File: config.mk
export PLATFORM = sky130hd
export DESIGN_NAME = spi_slave_gen_flat
export DESIGN_NICKNAME = d
export VERILOG_FILES = /design/src/rtl/spi_slave_gen_if.sv /design/src/rtl/spi_slave_gen.sv /design/src/flat_wrapper.sv
export SDC_FILE = /design/constraint.sdc
export NUM_CORES = 1
export LEC_CHECK = 0
export CAP_MARGIN = 30
export CELL_PAD_IN_SITES_DETAIL_PLACEMENT = 0
export CELL_PAD_IN_SITES_GLOBAL_PLACEMENT = 1
export CORE_ASPECT_RATIO = 2
export CORE_UTILIZATION = 45
export CTS_BUF_LIST = sky130_fd_sc_hd__clkbuf_2
export CTS_CLUSTER_DIAMETER = 120
export DETAILED_ROUTE_END_ITERATION = 12
export PLACE_DENSITY_LB_ADDON = 0.1
export SETUP_SLACK_MARGIN = 0.2
export SYNTH_ARGS = -nofsm -noshare
export SYNTH_HDL_FRONTEND = slang
export SYNTH_SLANG_ARGS = --single-unit
File: constraint.sdc
create_clock -name clk_i -period 2.3 [get_ports clk_i]
set_input_delay 0.345 -clock clk_i [delete_from_list [all_inputs] [get_ports clk_i]]
set_output_delay 0.345 -clock clk_i [all_outputs]
set_load 0.03 [all_outputs]
File: src/rtl/spi_slave_gen_if.sv
// Pin-side and controller-side bundle for spi_slave_gen.
// frame_err is present only when SPI_SLV_FRAME_ERR_EN is defined.
interface spi_slave_gen_if #(
  parameter int DATA_W = 8
);
  logic              ss_n;
  logic              mosi;
  logic              miso;
  logic [DATA_W+1:0] rx_data;
  logic              rx_valid;
  logic [DATA_W-1:0] tx_data;
  logic              tx_valid;
`ifdef SPI_SLV_FRAME_ERR_EN
  logic              frame_err;
`endif

  modport slave (
    input  ss_n,
    input  mosi,
    input  tx_data,
    input  tx_valid,
`ifdef SPI_SLV_FRAME_ERR_EN
    output frame_err,
`endif
    output miso,
    output rx_data,
    output rx_valid
  );

  modport master (
    output ss_n,
    output mosi,
    output tx_data,
    output tx_valid,
`ifdef SPI_SLV_FRAME_ERR_EN
    input  frame_err,
`endif
    input  miso,
    input  rx_data,
    input  rx_valid
  );
endinterface

File: src/rtl/spi_slave_gen.sv
// Parametrised SPI slave: frame deserialiser, read-data serialiser, sticky read-address tracker.
// Optional abort strobe on frame_err when SPI_SLV_FRAME_ERR_EN is defined.
module spi_slave_gen #(
  parameter int DATA_W    = 8,
  parameter bit LSB_FIRST = 1'b0
) (
  input logic            clk_i,
  input logic            rst_ni,
  spi_slave_gen_if.slave spi_if
);
  localparam int FRAME_W = DATA_W + 2;
  localparam int CNT_W   = $clog2(FRAME_W);

  typedef enum logic [2:0] {IDLE, CHK_CMD, WRITE, READ_ADD, READ_DATA} state_e;
  typedef enum logic [1:0] {PH_RX, PH_WAIT, PH_TX, PH_DONE} phase_e;

  state_e             state_q, state_d;
  phase_e             phase_q, phase_d;
  logic [CNT_W-1:0]   cnt_q, cnt_d;
  logic [FRAME_W-1:0] rx_shift_q, rx_shift_d;
  logic [DATA_W-1:0]  tx_shift_q, tx_shift_d;
  logic [FRAME_W-1:0] rx_data_q, rx_data_d;
  logic               rx_valid_q, rx_valid_d;
  logic               miso_q, miso_d;
  logic               rd_addr_seen_q, rd_addr_seen_d;
  logic [FRAME_W-1:0] frame_raw, frame_in;
  logic [DATA_W-1:0]  tx_ordered;
`ifdef SPI_SLV_FRAME_ERR_EN
  logic               frame_err_q, frame_err_d;
`endif

  // The receive shifter is always MSB-first; LSB-first payloads are bit-reversed
  // on capture and on load, so the shifters themselves never change direction.
  always_comb begin
    frame_raw  = {rx_shift_q[FRAME_W-2:0], spi_if.mosi};
    frame_in   = frame_raw;
    tx_ordered = spi_if.tx_data;
    if (LSB_FIRST) begin
      for (int i = 0; i < DATA_W; i++) begin
        frame_in[i]   = frame_raw[DATA_W-1-i];
        tx_ordered[i] = spi_if.tx_data[DATA_W-1-i];
      end
    end
  end

  always_ff @(posedge clk_i or negedge rst_ni) begin
    if (!rst_ni) begin
      state_q        <= IDLE;
      phase_q        <= PH_RX;
      cnt_q          <= '0;
      rx_shift_q     <= '0;
      tx_shift_q     <= '0;
      rx_data_q      <= '0;
      rx_valid_q     <= 1'b0;
      miso_q         <= 1'b0;
      rd_addr_seen_q <= 1'b0;
`ifdef SPI_SLV_FRAME_ERR_EN
      frame_err_q    <= 1'b0;
`endif
    end else begin
      state_q        <= state_d;
      phase_q        <= phase_d;
      cnt_q          <= cnt_d;
      rx_shift_q     <= rx_shift_d;
      tx_shift_q     <= tx_shift_d;
      rx_data_q      <= rx_data_d;
      rx_valid_q     <= rx_valid_d;
      miso_q         <= miso_d;
      rd_addr_seen_q <= rd_addr_seen_d;
`ifdef SPI_SLV_FRAME_ERR_EN
      frame_err_q    <= frame_err_d;
`endif
    end
  end

  always_comb begin
    state_d        = state_q;
    phase_d        = phase_q;
    cnt_d          = cnt_q;
    rx_shift_d     = rx_shift_q;
    tx_shift_d     = tx_shift_q;
    rx_data_d      = rx_data_q;
    rx_valid_d     = 1'b0;
    miso_d         = miso_q;
    rd_addr_seen_d = rd_addr_seen_q;
`ifdef SPI_SLV_FRAME_ERR_EN
    frame_err_d    = 1'b0;
`endif
    if (state_q != IDLE && spi_if.ss_n) begin
      state_d    = IDLE;
      phase_d    = PH_RX;
      cnt_d      = '0;
      rx_shift_d = '0;
      tx_shift_d = '0;
      miso_d     = 1'b0;
`ifdef SPI_SLV_FRAME_ERR_EN
      frame_err_d = (state_q == CHK_CMD) || (phase_q != PH_DONE);
`endif
    end else begin
      case (state_q)
        IDLE: begin
          miso_d = 1'b0;
          if (!spi_if.ss_n) state_d = CHK_CMD;
        end
        CHK_CMD: begin
          cnt_d   = '0;
          phase_d = PH_RX;
          if (!spi_if.mosi)        state_d = WRITE;
          else if (rd_addr_seen_q) state_d = READ_DATA;
          else                     state_d = READ_ADD;
        end
        default: begin
          case (phase_q)
            PH_RX: begin
              rx_shift_d = frame_raw;
              if (cnt_q == CNT_W'(FRAME_W - 1)) begin
                rx_data_d  = frame_in;
                rx_valid_d = 1'b1;
                cnt_d      = '0;
                phase_d    = (state_q == READ_DATA) ? PH_WAIT : PH_DONE;
                if (state_q == READ_ADD) rd_addr_seen_d = 1'b1;
              end else begin
                cnt_d = cnt_q + 1'b1;
              end
            end
            // Loading drives the first payload bit; cnt then counts bits already out.
            PH_WAIT: begin
              if (spi_if.tx_valid) begin
                miso_d     = tx_ordered[DATA_W-1];
                tx_shift_d = tx_ordered << 1;
                cnt_d      = CNT_W'(1);
                phase_d    = PH_TX;
              end
            end
            PH_TX: begin
              miso_d     = tx_shift_q[DATA_W-1];
              tx_shift_d = tx_shift_q << 1;
              if (cnt_q == CNT_W'(DATA_W - 1)) begin
                rd_addr_seen_d = 1'b0;
                phase_d        = PH_DONE;
              end else begin
                cnt_d = cnt_q + 1'b1;
              end
            end
            default: miso_d = 1'b0;
          endcase
        end
      endcase
    end
  end

  assign spi_if.miso     = miso_q;
  assign spi_if.rx_data  = rx_data_q;
  assign spi_if.rx_valid = rx_valid_q;
`ifdef SPI_SLV_FRAME_ERR_EN
  assign spi_if.frame_err = frame_err_q;
`endif

endmodule

File: src/flat_wrapper.sv
// flat-port wrapper written by rule: the top's interface ports become plain ports
module spi_slave_gen_flat 
#(
  parameter int DATA_W    = 8,
  parameter bit LSB_FIRST = 1'b0
)
  (clk_i, rst_ni, spi_if_ss_n, spi_if_mosi, spi_if_tx_data, spi_if_tx_valid, spi_if_miso, spi_if_rx_data, spi_if_rx_valid);
  spi_slave_gen_if #(.DATA_W(DATA_W)) spi_if_i ();
  input logic clk_i;
  input logic rst_ni;
  input wire logic [$bits(spi_if_i.ss_n)-1:0] spi_if_ss_n;
  input wire logic [$bits(spi_if_i.mosi)-1:0] spi_if_mosi;
  input wire logic [$bits(spi_if_i.tx_data)-1:0] spi_if_tx_data;
  input wire logic [$bits(spi_if_i.tx_valid)-1:0] spi_if_tx_valid;
  output wire logic [$bits(spi_if_i.miso)-1:0] spi_if_miso;
  output wire logic [$bits(spi_if_i.rx_data)-1:0] spi_if_rx_data;
  output wire logic [$bits(spi_if_i.rx_valid)-1:0] spi_if_rx_valid;
  assign spi_if_i.ss_n = spi_if_ss_n;
  assign spi_if_i.mosi = spi_if_mosi;
  assign spi_if_i.tx_data = spi_if_tx_data;
  assign spi_if_i.tx_valid = spi_if_tx_valid;
  assign spi_if_miso = spi_if_i.miso;
  assign spi_if_rx_data = spi_if_i.rx_data;
  assign spi_if_rx_valid = spi_if_i.rx_valid;
  spi_slave_gen #(.DATA_W(DATA_W), .LSB_FIRST(LSB_FIRST)) u_core (.clk_i(clk_i), .rst_ni(rst_ni), .spi_if(spi_if_i));
endmodule
# Yosys cells after proc, flatten, opt, wreduce, memory -nomap -nowiden
# Index checks and enable logic that the tools add are counted.
[word_totals]
output_inout_bits = 12
word_cells = 88
register_bits = 39
[op_classes]
reduce_logical = 18
n_eq_ne = 21
n_addsub = 1
n_bitwise = 2
mux = 37
[ops]
columns = ["operator", "count"]
rows = [
  ["$mux 9", 3],
  ["$mux 8", 3],
  ["$mux 4", 4],
  ["$pmux 8 s2", 1],
  ["$mux 3", 4],
  ["$ne 2x1->1 const B", 6],
  ["$ne 4x2->1 const B", 3],
  ["$pmux 4 s3", 1],
  ["$mux 2", 5],
  ["$mux 1", 9],
  ["$reduce_bool 3->1", 3],
  ["$pmux 4 s2", 1],
  ["$reduce_and 4->1", 2],
  ["$ne 3x2->1 const B", 2],
  ["$pmux 2 s3", 1],
  ["$pmux 3 s2", 1],
  ["$reduce_and 3->1", 2],
  ["$reduce_and 6->1", 1],
  ["$reduce_and 5->1", 1],
  ["$reduce_bool 5->1", 1],
  ["$add 4x1->4 const B", 1],
  ["$eq 4x3->1 const B", 1],
  ["$eq 4x4->1 const B", 1],
  ["$ne 4x1->1 const B", 1],
  ["other kinds (17)", 21],
]

# Longest topological paths before layout
[logic_depth]
depth_word = 6
ltp_mapped = 7

# Least setup slack after synthesis
# Ideal clock, no wire load.
[synth_timing]
kind = "reg2reg"
from = "register u_core.phase_q[0]"
to = "register u_core.cnt_q[0]"
path_buffers = 1
setup_time_ns = 0.125
path_slack_ns = 0.314
t_arrival_ns = 1.861
t_required_ns = 2.175
stages_incl_launch_ff = 8
cell_sequence = "dfrtp_1 inv_1 ha_1 buf_2 or3_1 a311o_1 nand2_1 mux2_2"
[synth_between]
elab_chain_cells = 4
elab_cells_between_ends = 10
classes_between = "4 x eq/ne; 3 x mux; 3 x reduce/logical"
[synth_lines]
columns = ["item", "line", "rtl"]
rows = [
  ["from (decl)", "spi_slave_gen.sv:18", "phase_e phase_q, phase_d;"],
  ["from (signal assigned)", "spi_slave_gen.sv:62", "phase_q <= phase_d;"],
  ["$eq 2x2->1, or another cell as far along", "spi_slave_gen.sv:113", "case (phase_q)"],
  ["$pmux 4 s3", "spi_slave_gen.sv:113", ""],
  ["$pmux 4 s2", "spi_slave_gen.sv:100", "case (state_q)"],
  ["$mux 4", "spi_slave_gen.sv:89", "if (state_q != IDLE && spi_if.ss_n) begin"],
  ["to (signal assigned)", "spi_slave_gen.sv:63", "cnt_q <= cnt_d;"],
  ["to (decl)", "spi_slave_gen.sv:19", "logic [CNT_W-1:0] cnt_q, cnt_d;"],
]
# Several ways; a longest one is shown, not always the timed one.
# A chain may end at the register's enable or synchronous reset.

# Final worst setup path
[layout_timing]
from = "register u_core.phase_q[0]"
to = "register u_core.cnt_q[3]"
# The elaborated chain is that of the path after synthesis.

==> out/results.ini <==
[status]
status=completed

[sta]
relSlewSlack=0.6832
fmaxAchievable_ghz=0.4831
fin_skew_ps=13.51
tightest_slew_ps=475.2
fin_crit_ps=2070
fin_crit_sh=0.9000
fin_ws_ps=230.0
rsz0062_at_grt=true
hold_viol=0
finalSetupViolCount=0
slew_viol_final=0
tns_ps=0

[yosys]
synth_compound_area_frac=0.1308
ys_seq_area_frac=0.5070
synth_edf_count=0
syn-cell-area_sq_um=1876
synth_fa_ha_area_frac=0.03336
synth_ff_type=dfrtp_1
async_reset_ff_frac=1.000
synth_commonest_cells=dfrtp_1 (38), nand2_1 (24), mux2_2 (15)
synth_top_cell_area_share=0.5070
synth_top_family_by_area=simple AND/OR/NAND/NOR gates
synth-xor-area-share=0
synth_warnings=0
ys_types=36
synth_top_area_cell=dfrtp_1
syn-num-nets=191
netlist_instances=173
syn_area_per_cell_sq_um=10.84
post_synth_and_or_nand_nor_area_fraction=0.1688
ys_seq_elements=38
ys_top_cells_by_area=dfrtp_1 (51%), mux2_2 (9.0%), nand2_1 (4.8%)
synthMuxAreaShare=0.1221
synth_most_common_cell=dfrtp_1

[job]
cap_violations=0

[routing]
drt-initial-drc-count=31
route.detailed.drc=0
post_drt_wl_per_cell_microns=15.93
first_pass_iters=4
viasPerCell=5.494
drt_wl_total_microns=4062
vias=1401
ant_nets=0

[die]
initial_core_util=0.4780
dieWidth_microns=47.65
dieArea_sq_um=4446
die_h_microns=93.30
num_rows=32
ios=25
core_area_sq_um=3924

[pwr]
comb_power_share=0.444
switchingPower_uw=793.6
clock_power_share=0.140
seq_power_share=0.416
p_int_uw=1289
swShare=0.3811
leakagePower_uw=0.0009812
p_per_area_nw_per_um2=929.8
ir_worst_vdd_mv=0.6729

[placed_design]
dp_hpwl_microns=3147
io_buffers=24
place.gp.congestion=0.8692
dp_slack_ps=184.3

[final_layout]
areaGrowthSynthToFinish_pct=19.41
multi_input_area_sq_um=860.8
final_util=0.5708
drive_above_1_share=0.1814
regArea_sq_um=950.9
num_antenna_cells=0
nets=221
filler_cell_count=374

[cts]
cts_buffers=5
worstSkewPairLatency_ps=390
post_cts_buffers=0
clockBufferDepth=2
tritoncts=done
clk_pin_slew_ps=200
clock-sinks=38
hold_buffers=0
cts_max_level=2
clockRootBuffer=clkbuf_2

[grt]
grt_pass1_vias=1404
antenna_found_initial=0
grtUsageTotal=0.2138
overflow=0
grt_pass1_wl_microns=6651
grt_max_degree=39

[critical_path]
r2r-start=u_core.phase_q[0]
reg2reg_depth=6
cp_max_fo=6
r2r_end=u_core.cnt_q[3]
critPathCaptureType=register
crit_arrival_ps=2410
critPathKind=reg -> reg
cp_data_required_time_ps=2640
worstSetupStartpointType=register
r2r_slack_ps=230

[min_path]
hold_path_class=in -> async

cell type report:
type / instances / area share
clock inverters: 3 / 0.007263
clock buffers: 5 / 0.01117
flip-flops and latches: 38 / 0.4246
well taps: 51 / 0.02849
multi-input cells: 120 / 0.3844
inverters: 6 / 0.01006
repair buffers: 32 / 0.1341
cell usage in the layout (no fill, tap or decap), types with 2 or more instances in the layout:
| cell | n |
|---|---|
| a21oi_1 | 13 |
| a31oi_1 | 2 |
| and2_1 | 2 |
| buf_4 | 8 |
| clkbuf_2 | 5 |
| clkdlybuf4s50_1 | 24 |
| dfrtp_1 | 38 |
| ha_1 | 3 |
| ha_2 | 2 |
| inv_1 | 6 |
| mux2_2 | 15 |
| mux2i_1 | 6 |
| nand2_1 | 23 |
| nand2b_1 | 2 |
| nand4b_1 | 3 |
| nor2_1 | 7 |
| nor2b_1 | 4 |
| nor4bb_1 | 2 |
| o211ai_1 | 3 |
| o22ai_1 | 2 |
| o2bb2ai_1 | 9 |
| or2_2 | 2 |
| or3_1 | 4 |
| or3b_1 | 2 |
registers in the layout, indices dropped and copies added (netlist names):
signal and count:
u_core.rd_addr_seen_q 1, u_core.spi_if.miso 1, u_core.cnt_q 4, u_core.tx_shift_q 7
u_core.phase_q 2, u_core.spi_if.rx_valid 1, u_core.spi_if.rx_data 10, u_core.rx_shift_q 9
u_core.state_q 3
per-layer routing:
layer / track usage / up-vias / routed length (microns)
li1: - / 672 / -
met5: 0 / - / 0
met4: 0.1088 / 0 / 163
met3: 0.03475 / 13 / 122
met2: 0.3801 / 42 / 2363
met1: 0.2215 / 674 / 1413
timing repair:
item	in CTS	in global routing
hold endpoints to repair	0	0
pin swaps	0	2
setup endpoints to repair	4	13
gates resized for setup	2	1
through the flow:
step | power (uW) | cells | area [sq um] | hold WS [ps]
final | 2082 | 255 | 2240 | 353.0
after floorplan | 1532 | 173 | 1876 | 49.41
after detailed placement | 1789 | 247 | 2191 | 481.8
after global placement | 1767 | 247 | 2191 | 473.9
after CTS | 2101 | 255 | 2237 | 354.5
after global routing | 2244 | 255 | 2240 | 386.4
critical path, cell delays in order, from the launching register on:
cell       delay, ps
dfrtp_1          440
inv_1            100
ha_2             320
nor2b_1          150
or4_4            510
or3b_1           370
o2bb2ai_1        140
how the worst max path moves through the flow:
stage	endpoint	startpoint	slack [ps]	cells past startpoint
after CTS	u_core.cnt_q[1]	u_core.phase_q[0]	200	6
final	u_core.cnt_q[3]	u_core.phase_q[0]	230	6
after global placement	u_core.cnt_q[0]	u_core.phase_q[0]	230	6
after detailed placement	u_core.cnt_q[1]	u_core.phase_q[0]	180	6
after floorplan	u_core.cnt_q[0]	u_core.phase_q[0]	310	7
after global routing	u_core.cnt_q[3]	u_core.phase_q[0]	160	6
power groups by stage:
stage,clock network [uW],registers (uW),logic [uW]
floorplan,0,842,690
global placement,0,870,897
detailed placement,0,877,912
CTS,310,865,926
global route,332,881,1030
finish,291,867,925
kinds of logic (layout without fill, tap and decap cells):
kind of cell             Yosys count  after routing
AND/OR/NAND/NOR                   58             58
multiplexers                      21             21
adder cells (fa/ha/maj)            5              5
flip-flops                        38             38
buffers and inverters             15             46
AO/OA/AOI/OAI                     36             36
(Power assumes the default switching activity.)
